--- src/rtl/sb_i2c_bus_arbiter_if.sv ---
// Signal bundle between the SB_I2C bus arbiter, its two fabric requesters and
// the shared SB_I2C system bus.
interface sb_i2c_bus_arbiter_if;
  logic       req0_valid;
  logic       req0_rw;
  logic [7:0] req0_adr;
  logic [7:0] req0_dat;
  logic       req0_acc;
  logic       req1_valid;
  logic       req1_rw;
  logic [7:0] req1_adr;
  logic [7:0] req1_dat;
  logic       req1_acc;
  logic       rsp0_done;
  logic       rsp1_done;
  logic       rsp_err;
  logic [7:0] rsp_dat;
  logic       busy;
  logic       sbstbi;
  logic       sbrwi;
  logic [7:0] sbadri;
  logic [7:0] sbdati;
  logic [7:0] sbdato;
  logic       sbacko;

  // Arbiter view: takes requests, drives the bus strobe and the responses.
  modport master (
    input  req0_valid, req0_rw, req0_adr, req0_dat,
    input  req1_valid, req1_rw, req1_adr, req1_dat,
    input  sbdato, sbacko,
    output req0_acc, req1_acc,
    output rsp0_done, rsp1_done, rsp_err, rsp_dat, busy,
    output sbstbi, sbrwi, sbadri, sbdati
  );

  // Environment view: requesters and SB_I2C instances.
  modport slave (
    output req0_valid, req0_rw, req0_adr, req0_dat,
    output req1_valid, req1_rw, req1_adr, req1_dat,
    output sbdato, sbacko,
    input  req0_acc, req1_acc,
    input  rsp0_done, rsp1_done, rsp_err, rsp_dat, busy,
    input  sbstbi, sbrwi, sbadri, sbdati
  );
endinterface

--- src/rtl/sb_i2c_bus_arbiter.sv ---
// Two-requester round-robin arbiter and strobe/ack sequencer for the SB_I2C
// system bus, with a per-transaction acknowledge timeout.
module sb_i2c_bus_arbiter #(
  parameter int unsigned TIMEOUT = 255
) (
  input  logic                   sbclki,
  input  logic                   rst_n,
  sb_i2c_bus_arbiter_if.master   bus
);

  typedef enum logic [1:0] {
    IDLE,
    STROBE,
    DONE
  } state_t;

  localparam logic [7:0] TMAX = 8'(TIMEOUT - 1);

  state_t     state_q;
  logic       last_q;
  logic       owner_q;
  logic [7:0] cnt_q;
  logic       sbstbi_q;
  logic       sbrwi_q;
  logic [7:0] sbadri_q;
  logic [7:0] sbdati_q;
  logic       done0_q;
  logic       done1_q;
  logic       err_q;
  logic [7:0] rsp_dat_q;
  logic       busy_q;

  logic       grant0;
  logic       grant1;
  logic       acc0;
  logic       acc1;

  // A lone requester always wins; under contention the non-last owner wins.
  always_comb begin
    grant0 = bus.req0_valid & (~bus.req1_valid | last_q);
    grant1 = bus.req1_valid & (~bus.req0_valid | ~last_q);
    acc0   = (state_q == IDLE) & grant0;
    acc1   = (state_q == IDLE) & grant1;
  end

  always_ff @(posedge sbclki or negedge rst_n) begin
    if (!rst_n) begin
      state_q   <= IDLE;
      last_q    <= 1'b1;
      owner_q   <= 1'b0;
      cnt_q     <= '0;
      sbstbi_q  <= 1'b0;
      sbrwi_q   <= 1'b0;
      sbadri_q  <= '0;
      sbdati_q  <= '0;
      done0_q   <= 1'b0;
      done1_q   <= 1'b0;
      err_q     <= 1'b0;
      rsp_dat_q <= '0;
      busy_q    <= 1'b0;
    end else begin
      done0_q <= 1'b0;
      done1_q <= 1'b0;
      case (state_q)
        IDLE: begin
          if (acc0) begin
            sbrwi_q  <= bus.req0_rw;
            sbadri_q <= bus.req0_adr;
            sbdati_q <= bus.req0_dat;
            owner_q  <= 1'b0;
            last_q   <= 1'b0;
            cnt_q    <= '0;
            sbstbi_q <= 1'b1;
            busy_q   <= 1'b1;
            state_q  <= STROBE;
          end else if (acc1) begin
            sbrwi_q  <= bus.req1_rw;
            sbadri_q <= bus.req1_adr;
            sbdati_q <= bus.req1_dat;
            owner_q  <= 1'b1;
            last_q   <= 1'b1;
            cnt_q    <= '0;
            sbstbi_q <= 1'b1;
            busy_q   <= 1'b1;
            state_q  <= STROBE;
          end
        end
        STROBE: begin
          // An ack in the final allowed cycle still completes normally.
          if (bus.sbacko) begin
            rsp_dat_q <= sbrwi_q ? 8'h00 : bus.sbdato;
            err_q     <= 1'b0;
            done0_q   <= ~owner_q;
            done1_q   <= owner_q;
            sbstbi_q  <= 1'b0;
            state_q   <= DONE;
          end else if (cnt_q == TMAX) begin
            rsp_dat_q <= 8'h00;
            err_q     <= 1'b1;
            done0_q   <= ~owner_q;
            done1_q   <= owner_q;
            sbstbi_q  <= 1'b0;
            state_q   <= DONE;
          end else begin
            cnt_q <= cnt_q + 8'd1;
          end
        end
        DONE: begin
          busy_q  <= 1'b0;
          state_q <= IDLE;
        end
        default: begin
          sbstbi_q <= 1'b0;
          busy_q   <= 1'b0;
          state_q  <= IDLE;
        end
      endcase
    end
  end

  assign bus.req0_acc  = acc0;
  assign bus.req1_acc  = acc1;
  assign bus.rsp0_done = done0_q;
  assign bus.rsp1_done = done1_q;
  assign bus.rsp_err   = err_q;
  assign bus.rsp_dat   = rsp_dat_q;
  assign bus.busy      = busy_q;
  assign bus.sbstbi    = sbstbi_q;
  assign bus.sbrwi     = sbrwi_q;
  assign bus.sbadri    = sbadri_q;
  assign bus.sbdati    = sbdati_q;

endmodule

--- src/flat_wrapper.sv ---
// flat-port wrapper written by rule: the top's interface ports become plain ports
module sb_i2c_bus_arbiter_flat 
#(
  parameter int unsigned TIMEOUT = 255
)
  (sbclki, rst_n, bus_req0_valid, bus_req0_rw, bus_req0_adr, bus_req0_dat, bus_req1_valid, bus_req1_rw, bus_req1_adr, bus_req1_dat, bus_sbdato, bus_sbacko, bus_req0_acc, bus_req1_acc, bus_rsp0_done, bus_rsp1_done, bus_rsp_err, bus_rsp_dat, bus_busy, bus_sbstbi, bus_sbrwi, bus_sbadri, bus_sbdati);
  sb_i2c_bus_arbiter_if bus_i ();
  input  logic sbclki;
  input  logic rst_n;
  input wire logic [$bits(bus_i.req0_valid)-1:0] bus_req0_valid;
  input wire logic [$bits(bus_i.req0_rw)-1:0] bus_req0_rw;
  input wire logic [$bits(bus_i.req0_adr)-1:0] bus_req0_adr;
  input wire logic [$bits(bus_i.req0_dat)-1:0] bus_req0_dat;
  input wire logic [$bits(bus_i.req1_valid)-1:0] bus_req1_valid;
  input wire logic [$bits(bus_i.req1_rw)-1:0] bus_req1_rw;
  input wire logic [$bits(bus_i.req1_adr)-1:0] bus_req1_adr;
  input wire logic [$bits(bus_i.req1_dat)-1:0] bus_req1_dat;
  input wire logic [$bits(bus_i.sbdato)-1:0] bus_sbdato;
  input wire logic [$bits(bus_i.sbacko)-1:0] bus_sbacko;
  output wire logic [$bits(bus_i.req0_acc)-1:0] bus_req0_acc;
  output wire logic [$bits(bus_i.req1_acc)-1:0] bus_req1_acc;
  output wire logic [$bits(bus_i.rsp0_done)-1:0] bus_rsp0_done;
  output wire logic [$bits(bus_i.rsp1_done)-1:0] bus_rsp1_done;
  output wire logic [$bits(bus_i.rsp_err)-1:0] bus_rsp_err;
  output wire logic [$bits(bus_i.rsp_dat)-1:0] bus_rsp_dat;
  output wire logic [$bits(bus_i.busy)-1:0] bus_busy;
  output wire logic [$bits(bus_i.sbstbi)-1:0] bus_sbstbi;
  output wire logic [$bits(bus_i.sbrwi)-1:0] bus_sbrwi;
  output wire logic [$bits(bus_i.sbadri)-1:0] bus_sbadri;
  output wire logic [$bits(bus_i.sbdati)-1:0] bus_sbdati;
  assign bus_i.req0_valid = bus_req0_valid;
  assign bus_i.req0_rw = bus_req0_rw;
  assign bus_i.req0_adr = bus_req0_adr;
  assign bus_i.req0_dat = bus_req0_dat;
  assign bus_i.req1_valid = bus_req1_valid;
  assign bus_i.req1_rw = bus_req1_rw;
  assign bus_i.req1_adr = bus_req1_adr;
  assign bus_i.req1_dat = bus_req1_dat;
  assign bus_i.sbdato = bus_sbdato;
  assign bus_i.sbacko = bus_sbacko;
  assign bus_req0_acc = bus_i.req0_acc;
  assign bus_req1_acc = bus_i.req1_acc;
  assign bus_rsp0_done = bus_i.rsp0_done;
  assign bus_rsp1_done = bus_i.rsp1_done;
  assign bus_rsp_err = bus_i.rsp_err;
  assign bus_rsp_dat = bus_i.rsp_dat;
  assign bus_busy = bus_i.busy;
  assign bus_sbstbi = bus_i.sbstbi;
  assign bus_sbrwi = bus_i.sbrwi;
  assign bus_sbadri = bus_i.sbadri;
  assign bus_sbdati = bus_i.sbdati;
  sb_i2c_bus_arbiter #(.TIMEOUT(TIMEOUT)) u_core (.sbclki(sbclki), .rst_n(rst_n), .bus(bus_i));
endmodule
--- config.mk ---
export PLATFORM = sky130hd
export DESIGN_NAME = sb_i2c_bus_arbiter_flat
export DESIGN_NICKNAME = d
export VERILOG_FILES = /design/src/rtl/sb_i2c_bus_arbiter_if.sv /design/src/rtl/sb_i2c_bus_arbiter.sv /design/src/flat_wrapper.sv
export SDC_FILE = /design/constraint.sdc
export NUM_CORES = 1
export LEC_CHECK = 0
export BUFFER_PORTS_ARGS = -buffer_cell sky130_fd_sc_hd__buf_4
export CAP_MARGIN = 20
export CORE_MARGIN = 3
export CORE_UTILIZATION = 40
export CTS_CLUSTER_DIAMETER = 100
export CTS_CLUSTER_SIZE = 25
export DETAILED_ROUTE_END_ITERATION = 16
export PLACE_DENSITY = 0.68
export SLEW_MARGIN = 10
export SYNTH_ARGS = -nofsm -noshare
export SYNTH_HDL_FRONTEND = slang
export SYNTH_SLANG_ARGS = --single-unit
--- constraint.sdc ---
create_clock -name sbclki -period 1.64 [get_ports sbclki]
set_input_delay 0.246 -clock sbclki [delete_from_list [all_inputs] [get_ports sbclki]]
set_output_delay 0.246 -clock sbclki [all_outputs]
set_load 0.02 [all_outputs]
==> flow_results.org <==
** Timing
- Hold violation total from the final report :: 0
- Setup total negative slack on the finished layout was measured at 0 ns.
- Setup Skew :: 0.006407 ns
- Fin crit period :: 1.561 ns
- At the pin with the least slew margin, the transition time is 0.5143 ns.
- Endpoints failing setup :: 0
- Of the available clock period, the critical path in the final layout requires 95.20%.
- Max Fclk :: 0.6405 GHz
- Max_slew headroom :: 65.71%
- Worst slack on hold paths :: 0.1661 ns
- Once routing completed, OpenROAD measured the worst setup slack at 0.07866 ns.
- The max-slew violation count came to 0.
- Unrepaired setup endpoints after global routing :: no

** Placement
- Count of buffers from port buffering :: 78
- Post-placement cell area :: 0.002550 mm2
- Setup slack after placement :: 0.07605 ns
- Detailed placer's ending HPWL :: 3122 um
- At the end of routability-driven placement, the weighted congestion stood at 0.8406.

** Synth
- Summing every instance area after synthesis gives 0.001919 mm2.
- Of the synthesized area, sequential elements account for 54.82%.
- Number of storage elements in the synthesis netlist :: 42
- In this run the mean area of a mapped cell was 10.91 um2.
- Counting distinct cell types in the post-synthesis netlist gives 37.
- Mapped Nets :: 225
- In the synthesized netlist, the number of instances is 176.
- Number of synthesis warnings :: 0

** Route
- Across all layers, the routed design uses 1597 vias.
- First-pass detailed-route iteration total :: 4
- Via density per instance :: 5.086
- Residual DRC count :: 0
- Dividing the detail-routed wire length by the instance count gives 13.45 um.
- Post-route ant nets :: 0
- Total Wirelength :: 4222 um
- Number of DRC violations after detailed-routing iteration 0 :: 79

** Worst hold path
- Path class of the lowest-slack min-delay path :: in2reg

** Final layout
- In the final layout, flip-flops and latches occupy 0.001054 mm2.
- Post-route cell area :: 0.002703 mm2
- Summing all multi-input logic gate instances after layout gives 799.5 um2.
- Layout area overhead :: 40.81%
- The post-route netlist has 41.60% of its cells at a drive strength greater than 1.
- The repair_antennas step left the layout with diodes totalling 0.
- After filler insertion, the fill cell instance count of the layout stands at 403.
- The final layout contains 310 nets.

** Worst setup path
- Critical Path End Type :: output pin
- The worst setup path is launched from a flip-flop.
- Maximum fanout along the worst path :: 6
- At the worst endpoint, the arrival time is 1.32 ns.
- STA puts the critical path data required time at 1.39 ns.
- The setup path with the least slack is of type reg2out.

** GRT
- The first global-routing pass estimated 6382 um of wire.
- Global routing usage summed across all routing layers :: 14.81%
- Summed over all layers, the global routing overflow is 0.
- The number of antenna violations at the first check in global routing came to 0.
- Pin count of the biggest net entering global routing :: 43
- The via count of the first global-routing pass is 1392.

** Run status
- Result of the run :: finished, final reports clean

** Floorplanning
- Number of cell rows :: 24
- In this run the count of I/O pins placed on the die edge is 79.
- Starting density of the core :: 42.61%
- Die Footprint :: 0.005666 mm2
- Die X :: 75.27 um
- Core Box Area :: 0.004504 mm2
- Chip Height :: 75.27 um

** CTS
- The clock tree synthesis step divided the H-tree into 2 levels.
- Number of CTS-inserted buffers :: 5
- Bufs on Longest Clock Path :: 2
- Clock tree from TritonCTS :: done
- Number of sinks handled by clock tree synthesis :: 42
- Root buf cell :: sky130_fd_sc_hd__clkbuf_8
- Reg clk slew, reported paths :: 0.08 ns
- Clk Latency, worst-skew pair :: 0.30 ns

** Power
- PwrDens :: 1734 mW/mm2
- Total power :: 0.004687 W
- Static leakage :: 1.453 nW
- Worst vdd ir :: 672.9 uV

** Flow run
- Max-capacitance violation count :: 0
## cell usage after synthesis, drive strengths merged
cell	n	area, um2
dfrtp	41	1026
o31ai	2	15.01
a21o	4	30.03
nand2b	1	6.260
a21oi	4	20.02
o21a	1	7.510
mux2i	17	170.2
buf	7	57.55
nand3	6	30.03
dfstp	1	26.28
nor3	1	5.000
a22oi	1	7.510
nor3b	2	26.28
and2	1	8.760
a22o	9	78.83
clkbuf	1	3.750
o211ai	1	7.510
ha	2	25.02
nand4	1	12.51
o21ai	25	132.6
nand2	23	86.33
inv	9	33.78
a31oi	2	12.51
and3	3	18.77
a211o	1	8.760
nor2	5	26.28
nor2b	1	6.260
o211a	1	10.01
nand3b	1	7.510
o22ai	2	12.51
## layout by cell type (no fill, tap or decap), types with 2 or more instances in the layout
| master | Yosys | layout |
|---|---|---|
| sky130_fd_sc_hd__a21o_1 | 4 | 4 |
| sky130_fd_sc_hd__a21oi_1 | 4 | 3 |
| sky130_fd_sc_hd__a22o_1 | 9 | 9 |
| sky130_fd_sc_hd__a31oi_1 | 2 | 2 |
| sky130_fd_sc_hd__and3_1 | 3 | 3 |
| sky130_fd_sc_hd__buf_4 | 0 | 83 |
| sky130_fd_sc_hd__buf_6 | 2 | 2 |
| sky130_fd_sc_hd__clkbuf_8 | 0 | 6 |
| sky130_fd_sc_hd__dfrtp_1 | 41 | 40 |
| sky130_fd_sc_hd__ha_1 | 2 | 2 |
| sky130_fd_sc_hd__inv_1 | 8 | 7 |
| sky130_fd_sc_hd__inv_2 | 1 | 2 |
| sky130_fd_sc_hd__mux2i_1 | 17 | 17 |
| sky130_fd_sc_hd__nand2_1 | 23 | 23 |
| sky130_fd_sc_hd__nand3_1 | 6 | 5 |
| sky130_fd_sc_hd__nor2_1 | 2 | 2 |
| sky130_fd_sc_hd__nor2_2 | 3 | 2 |
| sky130_fd_sc_hd__o21ai_0 | 9 | 9 |
| sky130_fd_sc_hd__o21ai_1 | 14 | 13 |
| sky130_fd_sc_hd__o21ai_2 | 2 | 2 |
| sky130_fd_sc_hd__o22ai_1 | 2 | 2 |
| sky130_fd_sc_hd__o31ai_1 | 2 | 2 |
## repair_timing
item | 4_1_cts | 5_1_grt
buffers inserted | 0 | 2
hold buffers | 1 | 0
setup endpoints to repair | 2 | 11
pin swaps | 0 | 2
endpoints found under the hold margin | 41 | 0
resized for setup | 2 | 7
## layout make-up
class                   instances  share of cell area, %
clock inverters                 2                 0.4630
inverters                       9                  1.250
repair buffers                 86                  24.26
well taps                      52                  2.407
flip-flops and latches         42                  38.98
clock buffers                   6                  3.056
multi-input cells             117                  29.58
## state kept, by name, indices dropped and copies added (netlist names)
register and count:
u_core.last_q 1, u_core.bus.sbrwi 1, u_core.bus.rsp1_done 1, u_core.bus.sbstbi 1
u_core.bus.sbadri 8, u_core.bus.busy 1, u_core.bus.rsp0_done 1, u_core.bus.rsp_err 1
u_core.owner_q 1, u_core.bus.sbdati 8, u_core.cnt_q 8, u_core.bus.rsp_dat 8
u_core.state_q 2
## worst max-delay path, cell delays in order, from the launching register on
cell	delay [ns]
sky130_fd_sc_hd__dfrtp_2	0.45
sky130_fd_sc_hd__nor2_4	0.18
sky130_fd_sc_hd__nand3_2	0.10
sky130_fd_sc_hd__buf_6	0.15
sky130_fd_sc_hd__inv_2	0.05
sky130_fd_sc_hd__buf_6	0.10
## through the flow
stage | cells | util [%]
floorplan | 176 | -
global placement | 303 | 56.61
detailed placement | 303 | 56.61
CTS | 312 | 59.08
global route | 314 | 60.00
finish | 314 | 60.00
## cell families after synthesis
logic type                 count (synthesis)  share of synthesized area [%]
and+or+nand+nor                           45                          12.19
muxes                                     17                          8.866
AOI/OAI and AO/OA                         53                          17.86
DFF                                       42                          54.82
buffers and inverters                     17                          4.954
adders and majority gates                  2                          1.304
## worst paths after layout
| check | from | to | slack (ns) | cells past startpoint |
|---|---|---|---|---|
| setup / recovery | u_core.state_q[1] | bus_req0_acc | 0.08 | 5 |
| max in group asynchronous | rst_n | u_core.state_q[1] | 0.77 | 2 |
| hold reg to reg | u_core.bus.sbdati[3] | u_core.bus.sbdati[3] | 0.48 | 2 |
| setup reg to reg | u_core.state_q[1] | u_core.cnt_q[5] | 0.10 | 5 |
| min in group asynchronous | rst_n | u_core.bus.sbdati[0] | 0.49 | 2 |
| hold / removal | bus_sbdato[6] | u_core.bus.rsp_dat[6] | 0.17 | 2 |
## layer usage
layer / GRT usage, % / vias to the layer above / share of wire [%]
met2: 23.50 / 65 / 47
met5: 0 / - / 0
li1: - / 792 / -
met3: 5.207 / 4 / 8.1
met4: 4.078 / 0 / 0.73
met1: 19.34 / 736 / 44
## report_power, final
| part | switching, W | total, W | internal, W |
|---|---|---|---|
| Combinational | 0.00121 | 0.00223 | 0.00102 |
| Clock | 0.000351 | 0.000689 | 0.000338 |
| Sequential | 0.000296 | 0.00177 | 0.00147 |
| Total | 0.00186 | 0.00469 | 0.00283 |
Note: power is estimated with default switching activity, not from simulation.
